<file path="src/rtl/alu_op_scan_if.sv">
// Bus between the operand switches/ALU/display and the op-scan controller.
// Handshake: start is a level request sampled only while the controller is idle; busy high means it is ignored.
interface alu_op_scan_if #(parameter int WIDTH = 4);
  logic             start;
  logic [WIDTH-1:0] a;
  logic [WIDTH-1:0] b;
  logic             en;
  logic [WIDTH-1:0] alu_a;
  logic [WIDTH-1:0] alu_b;
  logic [1:0]       alu_op;
  logic [WIDTH-1:0] alu_result;
  logic             busy;
  logic             done;
  logic [6:0]       seg;
  logic [3:0]       an;

  modport master (
    output start, a, b, en, alu_result,
    input  alu_a, alu_b, alu_op, busy, done, seg, an
  );

  modport slave (
    input  start, a, b, en, alu_result,
    output alu_a, alu_b, alu_op, busy, done, seg, an
  );
endinterface

</file>
<file path="src/rtl/alu_op_scan_controller.sv">
// Steps a shared ALU through op codes 0..3 for one latched operand pair and
// scans the four buffered results onto a 4-digit 7-segment display.
module alu_op_scan_controller #(
  parameter int WIDTH       = 4,
  parameter int REFRESH_DIV = 1000
) (
  input  logic               clk,
  input  logic               rst,
  alu_op_scan_if.slave       bus,
  output logic [1:0]         state_dbg
);

  localparam logic [1:0] S_IDLE = 2'd0;
  localparam logic [1:0] S_EVAL = 2'd1;
  localparam logic [1:0] S_DONE = 2'd2;

  localparam int RW = (REFRESH_DIV > 1) ? $clog2(REFRESH_DIV) : 1;
  localparam logic [RW-1:0] REFRESH_LAST = RW'(REFRESH_DIV - 1);

  logic [1:0]            state_q, state_d;
  logic [1:0]            op_cnt_q, op_cnt_d;
  logic [WIDTH-1:0]      alu_a_q, alu_a_d;
  logic [WIDTH-1:0]      alu_b_q, alu_b_d;
  logic [2:0][WIDTH-1:0] shadow_q, shadow_d;
  logic [3:0][WIDTH-1:0] bank_q, bank_d;
  logic [RW-1:0]         refresh_cnt_q, refresh_cnt_d;
  logic [1:0]            digit_q, digit_d;
  logic                  refresh_wrap;

  function automatic logic [6:0] hex_glyph(input logic [3:0] v);
    logic [6:0] g;
    case (v)
      4'h0: g = 7'h7E;
      4'h1: g = 7'h30;
      4'h2: g = 7'h6D;
      4'h3: g = 7'h79;
      4'h4: g = 7'h33;
      4'h5: g = 7'h5B;
      4'h6: g = 7'h5F;
      4'h7: g = 7'h70;
      4'h8: g = 7'h7F;
      4'h9: g = 7'h7B;
      4'hA: g = 7'h77;
      4'hB: g = 7'h1F;
      4'hC: g = 7'h4E;
      4'hD: g = 7'h3D;
      4'hE: g = 7'h4F;
      default: g = 7'h47;
    endcase
    return g;
  endfunction

  always_comb begin
    state_d  = state_q;
    op_cnt_d = op_cnt_q;
    alu_a_d  = alu_a_q;
    alu_b_d  = alu_b_q;
    shadow_d = shadow_q;
    bank_d   = bank_q;
    case (state_q)
      S_IDLE: begin
        if (bus.start) begin
          alu_a_d  = bus.a;
          alu_b_d  = bus.b;
          op_cnt_d = 2'd0;
          state_d  = S_EVAL;
        end
      end
      S_EVAL: begin
        op_cnt_d = op_cnt_q + 2'd1;
        case (op_cnt_q)
          2'd0: shadow_d[0] = bus.alu_result;
          2'd1: shadow_d[1] = bus.alu_result;
          2'd2: shadow_d[2] = bus.alu_result;
          default: begin
            // Bank loads in one shot so the display never shows a mixed set.
            bank_d  = {bus.alu_result, shadow_q[2], shadow_q[1], shadow_q[0]};
            state_d = S_DONE;
          end
        endcase
      end
      S_DONE:  state_d = S_IDLE;
      default: state_d = S_IDLE;
    endcase
  end

  assign refresh_wrap = (refresh_cnt_q == REFRESH_LAST);

  always_comb begin
    refresh_cnt_d = refresh_cnt_q + RW'(1);
    digit_d       = digit_q;
    if (refresh_wrap) begin
      refresh_cnt_d = '0;
      digit_d       = digit_q + 2'd1;
    end
  end

  always_ff @(posedge clk or posedge rst) begin
    if (rst) begin
      state_q       <= S_IDLE;
      op_cnt_q      <= '0;
      alu_a_q       <= '0;
      alu_b_q       <= '0;
      shadow_q      <= '0;
      bank_q        <= '0;
      refresh_cnt_q <= '0;
      digit_q       <= '0;
    end else begin
      state_q       <= state_d;
      op_cnt_q      <= op_cnt_d;
      alu_a_q       <= alu_a_d;
      alu_b_q       <= alu_b_d;
      shadow_q      <= shadow_d;
      bank_q        <= bank_d;
      refresh_cnt_q <= refresh_cnt_d;
      digit_q       <= digit_d;
    end
  end

  assign bus.alu_a  = alu_a_q;
  assign bus.alu_b  = alu_b_q;
  assign bus.alu_op = (state_q == S_EVAL) ? op_cnt_q : 2'd0;
  assign bus.busy   = (state_q != S_IDLE);
  assign bus.done   = (state_q == S_DONE);
  assign state_dbg  = state_q;

  always_comb begin
    bus.seg = 7'd0;
    bus.an  = 4'd0;
    if (bus.en) begin
      bus.seg = hex_glyph(bank_q[digit_q]);
      bus.an  = 4'b0001 << digit_q;
    end
  end

endmodule

</file>
<file path="src/flat_wrapper.sv">
// flat-port wrapper written by rule: the top's interface ports become plain ports
module alu_op_scan_controller_flat 
#(
  parameter int WIDTH       = 4,
  parameter int REFRESH_DIV = 1000
)
  (clk, rst, state_dbg, bus_start, bus_a, bus_b, bus_en, bus_alu_result, bus_alu_a, bus_alu_b, bus_alu_op, bus_busy, bus_done, bus_seg, bus_an);
  alu_op_scan_if #(.WIDTH(WIDTH)) bus_i ();
  input  logic clk;
  input  logic rst;
  output logic [1:0] state_dbg;
  input wire logic [$bits(bus_i.start)-1:0] bus_start;
  input wire logic [$bits(bus_i.a)-1:0] bus_a;
  input wire logic [$bits(bus_i.b)-1:0] bus_b;
  input wire logic [$bits(bus_i.en)-1:0] bus_en;
  input wire logic [$bits(bus_i.alu_result)-1:0] bus_alu_result;
  output wire logic [$bits(bus_i.alu_a)-1:0] bus_alu_a;
  output wire logic [$bits(bus_i.alu_b)-1:0] bus_alu_b;
  output wire logic [$bits(bus_i.alu_op)-1:0] bus_alu_op;
  output wire logic [$bits(bus_i.busy)-1:0] bus_busy;
  output wire logic [$bits(bus_i.done)-1:0] bus_done;
  output wire logic [$bits(bus_i.seg)-1:0] bus_seg;
  output wire logic [$bits(bus_i.an)-1:0] bus_an;
  assign bus_i.start = bus_start;
  assign bus_i.a = bus_a;
  assign bus_i.b = bus_b;
  assign bus_i.en = bus_en;
  assign bus_i.alu_result = bus_alu_result;
  assign bus_alu_a = bus_i.alu_a;
  assign bus_alu_b = bus_i.alu_b;
  assign bus_alu_op = bus_i.alu_op;
  assign bus_busy = bus_i.busy;
  assign bus_done = bus_i.done;
  assign bus_seg = bus_i.seg;
  assign bus_an = bus_i.an;
  alu_op_scan_controller #(.WIDTH(WIDTH), .REFRESH_DIV(REFRESH_DIV)) u_core (.clk(clk), .rst(rst), .bus(bus_i), .state_dbg(state_dbg));
endmodule
</file>
<file path="config.mk">
export PLATFORM = sky130hd
export DESIGN_NAME = alu_op_scan_controller_flat
export DESIGN_NICKNAME = d
export VERILOG_FILES = /design/src/rtl/alu_op_scan_if.sv /design/src/rtl/alu_op_scan_controller.sv /design/src/flat_wrapper.sv
export SDC_FILE = /design/constraint.sdc
export NUM_CORES = 1
export LEC_CHECK = 0
export ABC_AREA = 1
export CAP_MARGIN = 15
export CORE_UTILIZATION = 35
export CTS_CLUSTER_SIZE = 30
export DETAILED_ROUTE_END_ITERATION = 8
export PLACE_DENSITY = 0.67
export RECOVER_POWER = 25
export SYNTH_ARGS = -nofsm -noshare
export SYNTH_HDL_FRONTEND = slang
export SYNTH_SLANG_ARGS = --single-unit
export TNS_END_PERCENT = 5
</file>
<file path="constraint.sdc">
create_clock -name clk -period 3.7 [get_ports clk]
set_input_delay 0.555 -clock clk [delete_from_list [all_inputs] [get_ports clk]]
set_output_delay 0.555 -clock clk [all_outputs]
set_load 0.05 [all_outputs]
</file>
==> results.txt, run 1 <==
After clock tree synthesis, the flow added hold-fix buffers numbering 0. The endpoint arrival time on the critical path came out at between 2 and 3 ns. The cell-internal power is 1340 uW. The synthesized area divided by synthesized cell count is 8.00 um^2. The clock input transition at the sequential cells of the worst setup and hold paths came out at 0.09 ns. The share of the clock period used by the worst path after layout came out at 91.6%. The switching power is 1160 uW.

The ratio of total power to cell area is around 770 mW/mm^2. The slowest stage of the critical path belongs to the cell sky130_fd_sc_hd__clkdlybuf4s50_1. After detailed placement, the total cell area comes to 0.00316 mm^2.

The root buffer cell is sky130_fd_sc_hd__clkbuf_8. The overall routing resource usage came out at 14.4%. The number of post-CTS setup repair buffers came out at 0. The overall die area is 0.00801 mm^2. The CTS buffer count came out at 5. The portion of the post-synthesis area used by sequential elements is 48.5%. The count of nets after finishing is 408. The number of violations reported at the end of detailed-routing iteration 0 is between 100 and 150. The number of H-tree levels came out at 2.

The average via count per standard cell is between 4 and 5. The peak supply drop is 0.000478 V. The synthesized netlist net count came out at approximately 370. The number of antenna diodes in the final layout is 0. The number of DRC violations after detailed routing came out at 0.

Setup repair after global routing left no endpoint under its margin. The final layout contains routed wiring with a total length of 5130 um. The number of hold-slack violations in the final timing report is 0. Measured along the x axis, the die boundary spans 89.5 um. The total of warnings raised by yosys is 0. In this run the register-to-register setup slack is between 2 and 2.5 ns. The clock drives 52 sinks.

The checks that failed: max-capacitance violations, max-slew violations. The I/O pin count is 41. The insertion delay of the later-clocked pin in the worst-skew pair is 0.31 ns.

The count of placed standard cells in the final layout, fillers left out came out at 477. The count of TritonRoute iterations in the first routing pass came out at 4. The total number of placement rows is 31. The total half-perimeter wirelength after legalization and detailed placement came out at 3740 um. Of the total power, registers draw 36.0%.

The effective utilization at floorplan is 36.6%. The total instance count after detailed placement is ~470. The maximum frequency from static timing analysis came out at 295 MHz.

The launching element type of the critical path is a flip-flop. The filler cell count came out at around 720. The area overhead of the layout relative to synthesis came out at 21.4%. The post-cts sizing count came out at 0. Across the run, the number of max-cap violations was 1. Once detail routing completed, the nets flagged for antenna violations numbered 0. The total non-filler cell area in the finished layout is 0.00326 mm^2.

The first global-routing pass estimated 8910 um of wire. The weighted congestion reported at the end of routability-driven placement is between 0.8 and 0.9. Entering global routing, the biggest net connects 53 pins.

STA classifies the critical path endpoint as an output port. The maximum cell stage delay along the critical path came out at 0.81 ns. The number of antenna violations at the first check in global routing came out at 0. The cell count after synthesis came out at 335. The number of buffers added on ports is 40. The maximum buffer depth of the clock tree is 2.

For this run the aggregate overflow at the end of global routing stands at 0. The netlist uses 21 different library cells. The maximum fanout along the worst path came out at 12. In this run switching power makes up 46.2% of total power. The critical path goes through inv_4 -> nand2_1 -> nand3_1 -> nand2_2 -> inv_1 -> ha_1 -> inv_1 -> nand2_2 -> nand2_1 -> nor2_1 -> nor2_1 -> clkdlybuf4s50_1.

The worst hold-check slack came out at about 0.47 ns. The core outline area came out at 0.00733 mm^2. The path class of the lowest-slack min-delay path is flip-flop to flip-flop. The final standard cell utilization of the core came out at ~44%. Per report_power, the combinational group accounts for 50.6% of the total.

The mapped netlist covers 0.00268 mm^2. The post-synthesis register bit count is 52. The minimum clock period came out at approximately 3.4 ns.

The clock arrives with between 0.01 and 0.015 ns of skew. The total count of max-transition violations in the final report came out at 43. The die is between 80 and 90 um tall. Measured against its own limit, the worst slew margin works out to -45.3%. The leading cell type in the layout, fill and taps excluded is sky130_fd_sc_hd__nand2_1. In the layout the commonest cells are sky130_fd_sc_hd__nand2_1 (123), sky130_fd_sc_hd__dfrtp_1 (52), sky130_fd_sc_hd__clkdlybuf4s50_1 (39). The fraction of layout cells with a size suffix above 1 is 6.35%. The number of vias after detailed routing came out at roughly 2,100. The run finished, with violations left. The final setup violation count came out at 0. The post-route setup TNS came out at 0 ns. The class of the most critical setup path is flip-flop to output port. The endpoint required time on the critical path came out at 3.14 ns.

The slew at the pin closest to its max-slew limit is about 2.2 ns. The clock network fraction of design power came out at 13.4%. The cell leakage power is 0.00165 uW. TritonCTS built the clock tree. In the final routed layout, each cell accounts on average for 10.8 um. The via count of the first global-routing pass came to 1,963.
[power by group through the flow]
stage / clock [uW] / combinational [uW] / sequential, uW
floorplan: 0 / 758 / 1060
global placement: 0 / 1250 / 909
detailed placement: 0 / 1270 / 911
CTS: 349 / 1280 / 902
global route: 367 / 1400 / 930
finish: 335 / 1260 / 901
[final cells by class]
type	instances	area [um^2]	area share, %
flip-flops and latches	52	1300	40.0
multi-input cells	241	1190	36.7
well taps	99	124	3.80
clock buffers	7	86.3	2.65
inverters	36	138	4.23
repair buffers	41	404	12.4
clock inverters	1	7.51	0.231
[path summary, 6_finish.rpt]
kind                       cells past startpoint                 endpoint                 from
min reg2reg                                    2         u_core.bank_q[2]   u_core.shadow_q[2]
max                                           12               bus_seg[6]    u_core.digit_q[0]
max in group asynchronous                      3       u_core.shadow_q[6]                  rst
max reg2reg                                    6        u_core.bank_q[11]  u_core.state_dbg[1]
min                                            2         u_core.bank_q[2]   u_core.shadow_q[2]
min in group asynchronous                      2  u_core.refresh_cnt_q[1]                  rst
[sequential cells by signal, summed over array words and instances (netlist names)]
| register | count |
|---|---|
| u_core.bank_q | 16 |
| u_core.state_dbg | 2 |
| u_core.refresh_cnt_q | 10 |
| u_core.digit_q | 2 |
| u_core.bus.alu_b | 4 |
| u_core.shadow_q | 12 |
| u_core.bus.alu_a | 4 |
| u_core.op_cnt_q | 2 |
[cells by family after synthesis]
logic type               Yosys count  synth area share (%)
AO/OA/AOI/OAI                     39                  7.28
XOR/XNOR                           3                 0.980
adder cells (fa/ha/maj)           15                  7.00
buffers and inverters             42                  6.91
flip-flops                        52                  48.5
AND/OR/NAND/NOR                  184                  29.3
[per-stage QoR]
| step | setup slack, ns | total power, uW |
|---|---|---|
| finish | 0.312 | 2500 |
| global route | 0.0951 | 2690 |
| CTS | 0.283 | 2530 |
| floorplan | 1.08 | 1810 |
| detailed placement | 0.650 | 2180 |
| global placement | 0.725 | 2160 |
[worst max-delay path: cells and delay by family, from the launching register on]
family / cells / cell delay, ns
simple gates: 7 / 0.60
buf+inv: 4 / 1.12
flops: 1 / 0.60
fa+ha+maj: 1 / 0.22
[cell usage after synthesis]
cell type / instances / area share [%]
sky130_fd_sc_hd__dfrtp_1: 52 / 49
sky130_fd_sc_hd__o21ai_0: 28 / 5.2
sky130_fd_sc_hd__nand2_2: 6 / 1.4
sky130_fd_sc_hd__nand3_4: 1 / 0.65
sky130_fd_sc_hd__o21ai_1: 2 / 0.37
sky130_fd_sc_hd__xor2_1: 3 / 0.98
sky130_fd_sc_hd__nand3_1: 18 / 3.4
sky130_fd_sc_hd__inv_2: 4 / 0.56
sky130_fd_sc_hd__nand3b_1: 1 / 0.28
sky130_fd_sc_hd__ha_1: 15 / 7.0
sky130_fd_sc_hd__buf_6: 2 / 0.84
sky130_fd_sc_hd__nor3_1: 4 / 0.75
sky130_fd_sc_hd__nand2_4: 3 / 1.3
sky130_fd_sc_hd__inv_4: 1 / 0.23
sky130_fd_sc_hd__nor2_1: 26 / 3.6
sky130_fd_sc_hd__a21oi_1: 9 / 1.7
sky130_fd_sc_hd__inv_1: 31 / 4.3
sky130_fd_sc_hd__nand3_2: 2 / 0.75
sky130_fd_sc_hd__buf_4: 2 / 0.56
sky130_fd_sc_hd__buf_2: 2 / 0.37
sky130_fd_sc_hd__nand2_1: 123 / 17
[metal layers]
layer | wire (um) | global-route usage (%) | up-vias
met5 | 0 | 0 | -
li1 | - | - | 1125
met2 | 2170 | 23.0 | 33
met3 | 167 | 2.77 | 6
met4 | 86 | 5.63 | 0
met1 | 2700 | 19.4 | 937
Power figures use the tool's default switching activity.
==> run 2: changes to the inputs <==
Settings changed: CAP_MARGIN 15 to unset, CORE_ASPECT_RATIO set to 1.25.
==> results.txt, run 2 (synthesis results as in run 1) <==
The post-route setup TNS came to 0 ns (unchanged). The worst hold path belongs to the class flip-flop to flip-flop. The total count of max-transition violations in the final report came out at 0 (-100%).

The largest registers in the layout are u_core.bank_q (16), u_core.shadow_q (12), u_core.refresh_cnt_q (10). The flow ran to the end, and the final reports show no timing, DRC or antenna violations. The endpoint arrival time on the critical path came to 2.81 ns (-0.02 ns). In the layout the commonest cells are sky130_fd_sc_hd__nand2_1 (124), sky130_fd_sc_hd__dfrtp_1 (52), sky130_fd_sc_hd__clkdlybuf4s50_1 (39). The number of antenna violations at the first check in global routing is 0 (unchanged). The number of vias after detailed routing came to 2,121 (+0.95%). The max-cap violation count came out at 0 (-1). The minimum clock period came out at 3.36 ns (-0.0243 ns). The peak supply drop is 0.000453 V (-5.2%). The average via count per standard cell is 4.52 (+2.7%).

The endpoint required time on the critical path came to 3.14 ns (about the same). The average detailed-routed wire length per instance came out at 10.7 um (-0.46%). After global routing, the most crowded layer is met2.

Setup repair after global routing left no endpoint under its margin. The maximum cell stage delay along the critical path came out at 0.80 ns (about the same). The maximum number of pins on one net before global-route repair came to 53 (unchanged).

The weighted congestion reported at the end of routability-driven placement was 0.818 (-4.3%). The remaining global-route overflow is 0 (unchanged). The slew at the pin closest to its max-slew limit is 1.04 ns (-1.14 ns).

The insertion delay of the later-clocked pin in the worst-skew pair came out at 0.30 ns (about the same). The number of DRC violations after detailed routing was 0 (unchanged). The area used by multi-input combinational logic came to 0.00119 mm^2 (-0.21%).

The quantity of hold-fixing buffers added after cts is 0 (unchanged). The number of flip-flops in the largest register is 16 (unchanged). The clock input transition at the sequential cells of the worst setup and hold paths is 0.09 ns (about the same). The ratio of total power to cell area is 764 mW/mm^2 (-0.43%). The met3 global-route usage came to 1.91% (-0.86 points). The count of clock tree sinks is 52 (unchanged).

The CTS buffer count was 5 (unchanged). The minimum setup slack after placement is 0.672 ns (+0.0215 ns). The worst slew margin relative to its limit came to 30.6% (+76 points). STA classifies the critical path endpoint as an output port. The count of buffering cells on the critical path with inverters included came out at 4 (unchanged). The post-detailed-placement cell area is 0.00315 mm^2 (-0.28%). Ranked by flip-flop count, first place goes to u_core.bank_q.

The total wirelength of the detailed-routed design came out at 5020 um (-2.1%). The cell leakage power came out at 0.00165 uW (about the same). The via count of the first global-routing pass is 2,093 (+6.6%). The total area of sequential cells came to 0.00130 mm^2 (unchanged). The total half-perimeter wirelength after legalization and detailed placement was 3780 um (+1.0%). The overall die area came out at 0.00802 mm^2 (about the same). The final clock skew is 0.0107 ns (-0.00280 ns).

Leaving out fill and tap cells, the most frequent cell in the layout is sky130_fd_sc_hd__nand2_1. The number of routed nets with antenna violations was 0 (unchanged). The total non-filler cell area in the finished layout is 0.00323 mm^2 (-0.65%). The number of post-CTS setup repair buffers was 0 (unchanged). The number of violations reported at the end of detailed-routing iteration 0 came out at 77 (-25%). The maximum buffer depth of the clock tree came out at 2 (unchanged).

The filler cell count came out at 746 (+3.5%). The height of the die is 99.9 um (+12%). The global-route met2 utilization is 25.4% (+2.5 points). The final setup violation count is 0 (unchanged). TritonCTS built the clock tree.

STA classifies the critical path startpoint as a flip-flop. The tree is rooted in a sky130_fd_sc_hd__clkbuf_8. The maximum fanout along the worst path is 12 (unchanged). The total instance count after detailed placement is 461 (-1.5%). The count of placed standard cells in the final layout, fillers left out is 469 (-1.7%). The global routing met1 resource utilization came to 18.1% (-1.2 points). The global-route wire length before repair was 9320 um (+4.6%). The slowest stage of the critical path belongs to the cell sky130_fd_sc_hd__clkdlybuf4s50_1.

The post-cts sizing count is 0 (unchanged). The core outline area is 0.00740 mm^2 (+0.96%). The maximum frequency from static timing analysis is 297 MHz (+0.72%). The share of the clock period used by the worst path after layout came out at 90.9% (-0.66 points). The I/O pin count came out at 41 (unchanged).

The count of nets after finishing was 407 (-0.25%). The number of buffers added on ports came to 40 (unchanged). The area overhead of the layout relative to synthesis is 20.6%. The width of the die is 80.3 um (-10%). The critical path goes through inv_4 -> nand2_1 -> nand3_1 -> nand2_2 -> inv_1 -> ha_1 -> inv_1 -> nand2_2 -> nand3_1 -> nand2_1 -> nor2_1 -> clkdlybuf4s50_1. The number of hold-slack violations in the final timing report came out at 0 (unchanged). The worst setup slack after layout came to 0.336 ns (+0.0243 ns).

The number of H-tree levels is 2 (unchanged). The number of antenna diodes is 0 (unchanged). The effective utilization at floorplan came out at 36.2% (-0.35 points). The fraction of layout cells with a size suffix above 1 is 6.37% (+0.017 points). The overall routing resource usage is 14.5% (+0.080 points). The class of the most critical setup path is flip-flop to output port. Broken down by cell family, the worst path's largest delay share belongs to buffers and inverters. The count of TritonRoute iterations in the first routing pass came out at 4 (unchanged). The total number of placement rows came to 35 (+13%).
[run 2: through the flow]
stage | util, % | power, uW | hold WS (ns)
floorplan | - | 1810 | 0.432
global placement | 42.6 | 2150 | 0.446
detailed placement | 42.6 | 2180 | 0.453
CTS | 43.7 | 2500 | 0.468
global route | 43.7 | 2690 | 0.499
finish | 43.7 | 2470 | 0.468
[run 2: worst paths after layout]
kind	from	endpoint	slack (ns)	cells after the start
max	u_core.digit_q[0]	bus_seg[3]	0.34	12
min	u_core.refresh_cnt_q[0]	u_core.refresh_cnt_q[0]	0.47	1
max reg2reg	u_core.state_dbg[1]	u_core.bank_q[10]	1.96	7
min reg2reg	u_core.refresh_cnt_q[0]	u_core.refresh_cnt_q[0]	0.47	1
max in group asynchronous	rst	u_core.shadow_q[0]	2.23	2
min in group asynchronous	rst	u_core.refresh_cnt_q[4]	0.82	2
[run 2: final cells by class]
class                      instances  area share (%)
clock inverter                     3           0.580
inverter                          36            4.26
clock buffer                       5            2.13
sequential                        52            40.2
timing repair buffer              40            12.4
tap                               92            3.56
multi-input combinational        241            36.9
[run 2: layer usage]
layer / wire (um) / vias up / part of all wire, %
met5: 0 / - / 0
met3: 103 / 4 / 2.1
li1: - / 1133 / -
met1: 2400 / 957 / 48
met4: 59 / 0 / 1.2
met2: 2460 / 27 / 49
[run 2: where the power goes]
| part | leakage (uW) | switching, uW | internal (uW) |
|---|---|---|---|
| clock | 0.0000479 | 183 | 132 |
| sequential | 0.000648 | 121 | 779 |
| combinational | 0.000953 | 847 | 410 |
==> run 3: changes to the inputs <==
Settings changed: CORE_MARGIN set to 1.5, RECOVER_POWER 25 to 50.
==> results.txt, run 3 (synthesis results as in run 1) <==
The post-cts sizing count came to 0 (unchanged). The total count of max-transition violations in the final report is 53 (+53). STA classifies the critical path startpoint as a flip-flop.

The total area of sequential cells came out at 0.00130 mm^2 (unchanged). The critical path is of the flip-flop to output port type. The worst setup path is captured at an output port. The CTS buffer count came out at 5 (unchanged). The via count of the first global-routing pass is 2,156 (+3.0%). The top cell types in the final layout, fill and taps aside, are sky130_fd_sc_hd__nand2_1 (124), sky130_fd_sc_hd__dfrtp_1 (52), sky130_fd_sc_hd__clkdlybuf4s50_1 (38). The number of post-CTS setup repair buffers was 0 (unchanged). The number of cells on the worst reg-to-reg path is 7 (unchanged). The clock input transition at the sequential cells of the worst setup and hold paths is 0.09 ns (about the same). The overall power of the completed layout came out at 2620 uW (+6.0%). The minimum clock period came to 3.33 ns (-0.0368 ns). The total half-perimeter wirelength after legalization and detailed placement is 3890 um (+3.1%). The setup slack on the worst flop-to-flop path is 1.78 ns (-0.18 ns). The count of TritonRoute iterations in the first routing pass came to 4 (unchanged). The count of clock tree sinks came out at 52 (unchanged). The global-route wire length before repair is 9360 um (+0.45%). The I/O pin count came out at 41 (unchanged). The total wirelength of the detailed-routed design came out at 5210 um (+3.8%). TritonCTS built the clock tree. The number of antenna violations at the first check in global routing is 0 (unchanged). The weighted congestion reported at the end of routability-driven placement came out at 0.780 (-4.6%).

The number of buffers added on ports is 40 (unchanged). The overall routing resource usage came to 14.4% (-0.039 points). The flow ran to the end, but the final reports show violations. The cell leakage power is 0.00167 uW (+1.5%). The overall die area is 0.00820 mm^2 (+2.3%). The post-route setup TNS came to 0 ns (unchanged). The slew at the pin closest to its max-slew limit came to 1.90 ns (+0.861 ns). The quantity of hold-fixing buffers added after cts is 0 (unchanged). The filler cell count came to 738 (-1.1%).

The remaining global-route overflow came out at 0 (unchanged). The maximum frequency from static timing analysis came out at 301 MHz (+1.1%). The cell count of the worst hold path is 2 (+1). The number of DRC violations after detailed routing came out at 0 (unchanged).

The peak supply drop is 0.000485 V (+7.0%). The register containing the most flip-flops in the final layout is u_core.bank_q. The post-detailed-placement cell area is 0.00315 mm^2 (unchanged). The average detailed-routed wire length per instance is 11.1 um (+3.8%). The root buffer cell is sky130_fd_sc_hd__clkbuf_8. The height of the die came out at 101 um (+1.0%). The area used by multi-input combinational logic is 0.00119 mm^2 (unchanged). The checks that failed: max-capacitance violations, max-slew violations. The leading cell type in the layout, fill and taps excluded is sky130_fd_sc_hd__nand2_1. The final standard cell utilization of the core came out at 44.4% (+0.68 points). The maximum buffer depth of the clock tree is 2 (unchanged).

The area overhead of the layout relative to synthesis came out at 22.5%. Setup repair after global routing left no endpoint under its margin. The final setup violation count is 0 (unchanged). The number of flip-flops in the largest register is 16 (unchanged). The worst slew margin relative to its limit is -26.9% (-57 points). The number of antenna diodes came out at 0 (unchanged). The tightest min-delay check is of the flip-flop to flip-flop type. The number of routed nets with antenna violations was 0 (unchanged). The largest registers in the layout are u_core.bank_q (16), u_core.shadow_q (12), u_core.refresh_cnt_q (10). The total non-filler cell area in the finished layout was 0.00328 mm^2 (+1.5%). The endpoint required time on the critical path came out at 3.14 ns (about the same). The maximum number of pins on one net before global-route repair is 53 (unchanged).

The average via count per standard cell came out at 4.56 (+0.75%). The number of hold-slack violations in the final timing report is 0 (unchanged). The ratio of total power to cell area is 798 mW/mm^2 (+4.4%). The fraction of layout cells with a size suffix above 1 is 5.84% (-0.53 points). The width of the die came out at 81.3 um (+1.2%).

The core outline area was 0.00740 mm^2 (unchanged). The count of nets after finishing is 407 (unchanged). The endpoint arrival time on the critical path was 2.77 ns (-0.04 ns). The share of the clock period used by the worst path after layout came out at 89.9% (-0.99 points). The insertion delay of the later-clocked pin in the worst-skew pair is 0.31 ns (about the same). The effective utilization at floorplan is 36.2% (unchanged).

The final clock skew came to 0.0135 ns (+0.00279 ns). The total number of placement rows is 35 (unchanged). The number of H-tree levels came out at 2 (unchanged). The maximum fanout along the worst path came out at 12 (unchanged). The max-cap violation count is 1 (+1). The number of violations reported at the end of detailed-routing iteration 0 is 85 (+10%). The number of vias after detailed routing was 2,137 (+0.75%).
## run 3: cell count changes in the layout (fill, tap and decap cells not counted)
| cell | previous run | this run |
|---|---|---|
| sky130_fd_sc_hd__inv_2 | 4 | 2 |
| sky130_fd_sc_hd__inv_1 | 31 | 33 |
| sky130_fd_sc_hd__dlygate4sd3_1 | 1 | 2 |
| sky130_fd_sc_hd__clkinv_4 | 1 | 0 |
| sky130_fd_sc_hd__o21ai_0 | 28 | 29 |
| sky130_fd_sc_hd__o21ai_1 | 2 | 1 |
| sky130_fd_sc_hd__inv_6 | 0 | 1 |
| sky130_fd_sc_hd__bufinv_16 | 0 | 2 |
| sky130_fd_sc_hd__clkdlybuf4s50_1 | 39 | 38 |
| sky130_fd_sc_hd__clkinv_2 | 2 | 0 |
## run 3: worst max-delay path, cell delays in order, from the launching register on
cell and delay (ns):
sky130_fd_sc_hd__dfrtp_1 0.58, sky130_fd_sc_hd__inv_4 0.14, sky130_fd_sc_hd__nand2_1 0.09, sky130_fd_sc_hd__nand3_1 0.07, sky130_fd_sc_hd__nand2_2 0.15, sky130_fd_sc_hd__inv_1 0.08
sky130_fd_sc_hd__ha_1 0.22, sky130_fd_sc_hd__inv_1 0.07, sky130_fd_sc_hd__nand2_2 0.05, sky130_fd_sc_hd__nand3_1 0.07, sky130_fd_sc_hd__nand2_1 0.05, sky130_fd_sc_hd__nor2_1 0.09
sky130_fd_sc_hd__clkdlybuf4s50_1 0.80
## run 3: per-layer routing
| layer | share of wire (%) | global-route usage (%) |
|---|---|---|
| met1 | 47 | 17.6 |
| met2 | 50 | 25.1 |
| met3 | 2.1 | 2.35 |
| met4 | 1.3 | 5.44 |
| met5 | 0 | 0 |
## run 3: cell type report
| class | count | share of cell area [%] |
|---|---|---|
| repair buffers | 40 | 12.2 |
| flip-flops and latches | 52 | 39.6 |
| clock buffers | 5 | 2.10 |
| clock inverters | 3 | 2.10 |
| inverters | 36 | 4.19 |
| well taps | 92 | 3.50 |
| multi-input cells | 241 | 36.3 |
## run 3: worst paths after layout
kind	startpoint	end
setup reg to reg	u_core.state_dbg[1]	u_core.bank_q[3]
hold reg to reg	u_core.shadow_q[2]	u_core.bank_q[2]
max in group asynchronous	rst	u_core.shadow_q[9]
setup / recovery	u_core.digit_q[0]	bus_seg[3]
min in group asynchronous	rst	u_core.refresh_cnt_q[3]
hold / removal	u_core.shadow_q[2]	u_core.bank_q[2]
## run 3: per-stage QoR
step	cells	worst slack [ns]	hold slack, ns
after CTS	469	0.343	0.478
final	469	0.373	0.476
after floorplan	335	1.08	0.432
after detailed placement	461	0.691	0.462
after global routing	469	0.0338	0.510
after global placement	461	0.755	0.445
## run 3: where the power goes
| part | total (uW) | switching [uW] | leakage, uW | internal [uW] |
|---|---|---|---|---|
| clock | 463 | 191 | 0.0000687 | 272 |
| combinational | 1260 | 848 | 0.000957 | 409 |
| sequential | 901 | 122 | 0.000648 | 779 |
| total | 2620 | 1160 | 0.00167 | 1460 |
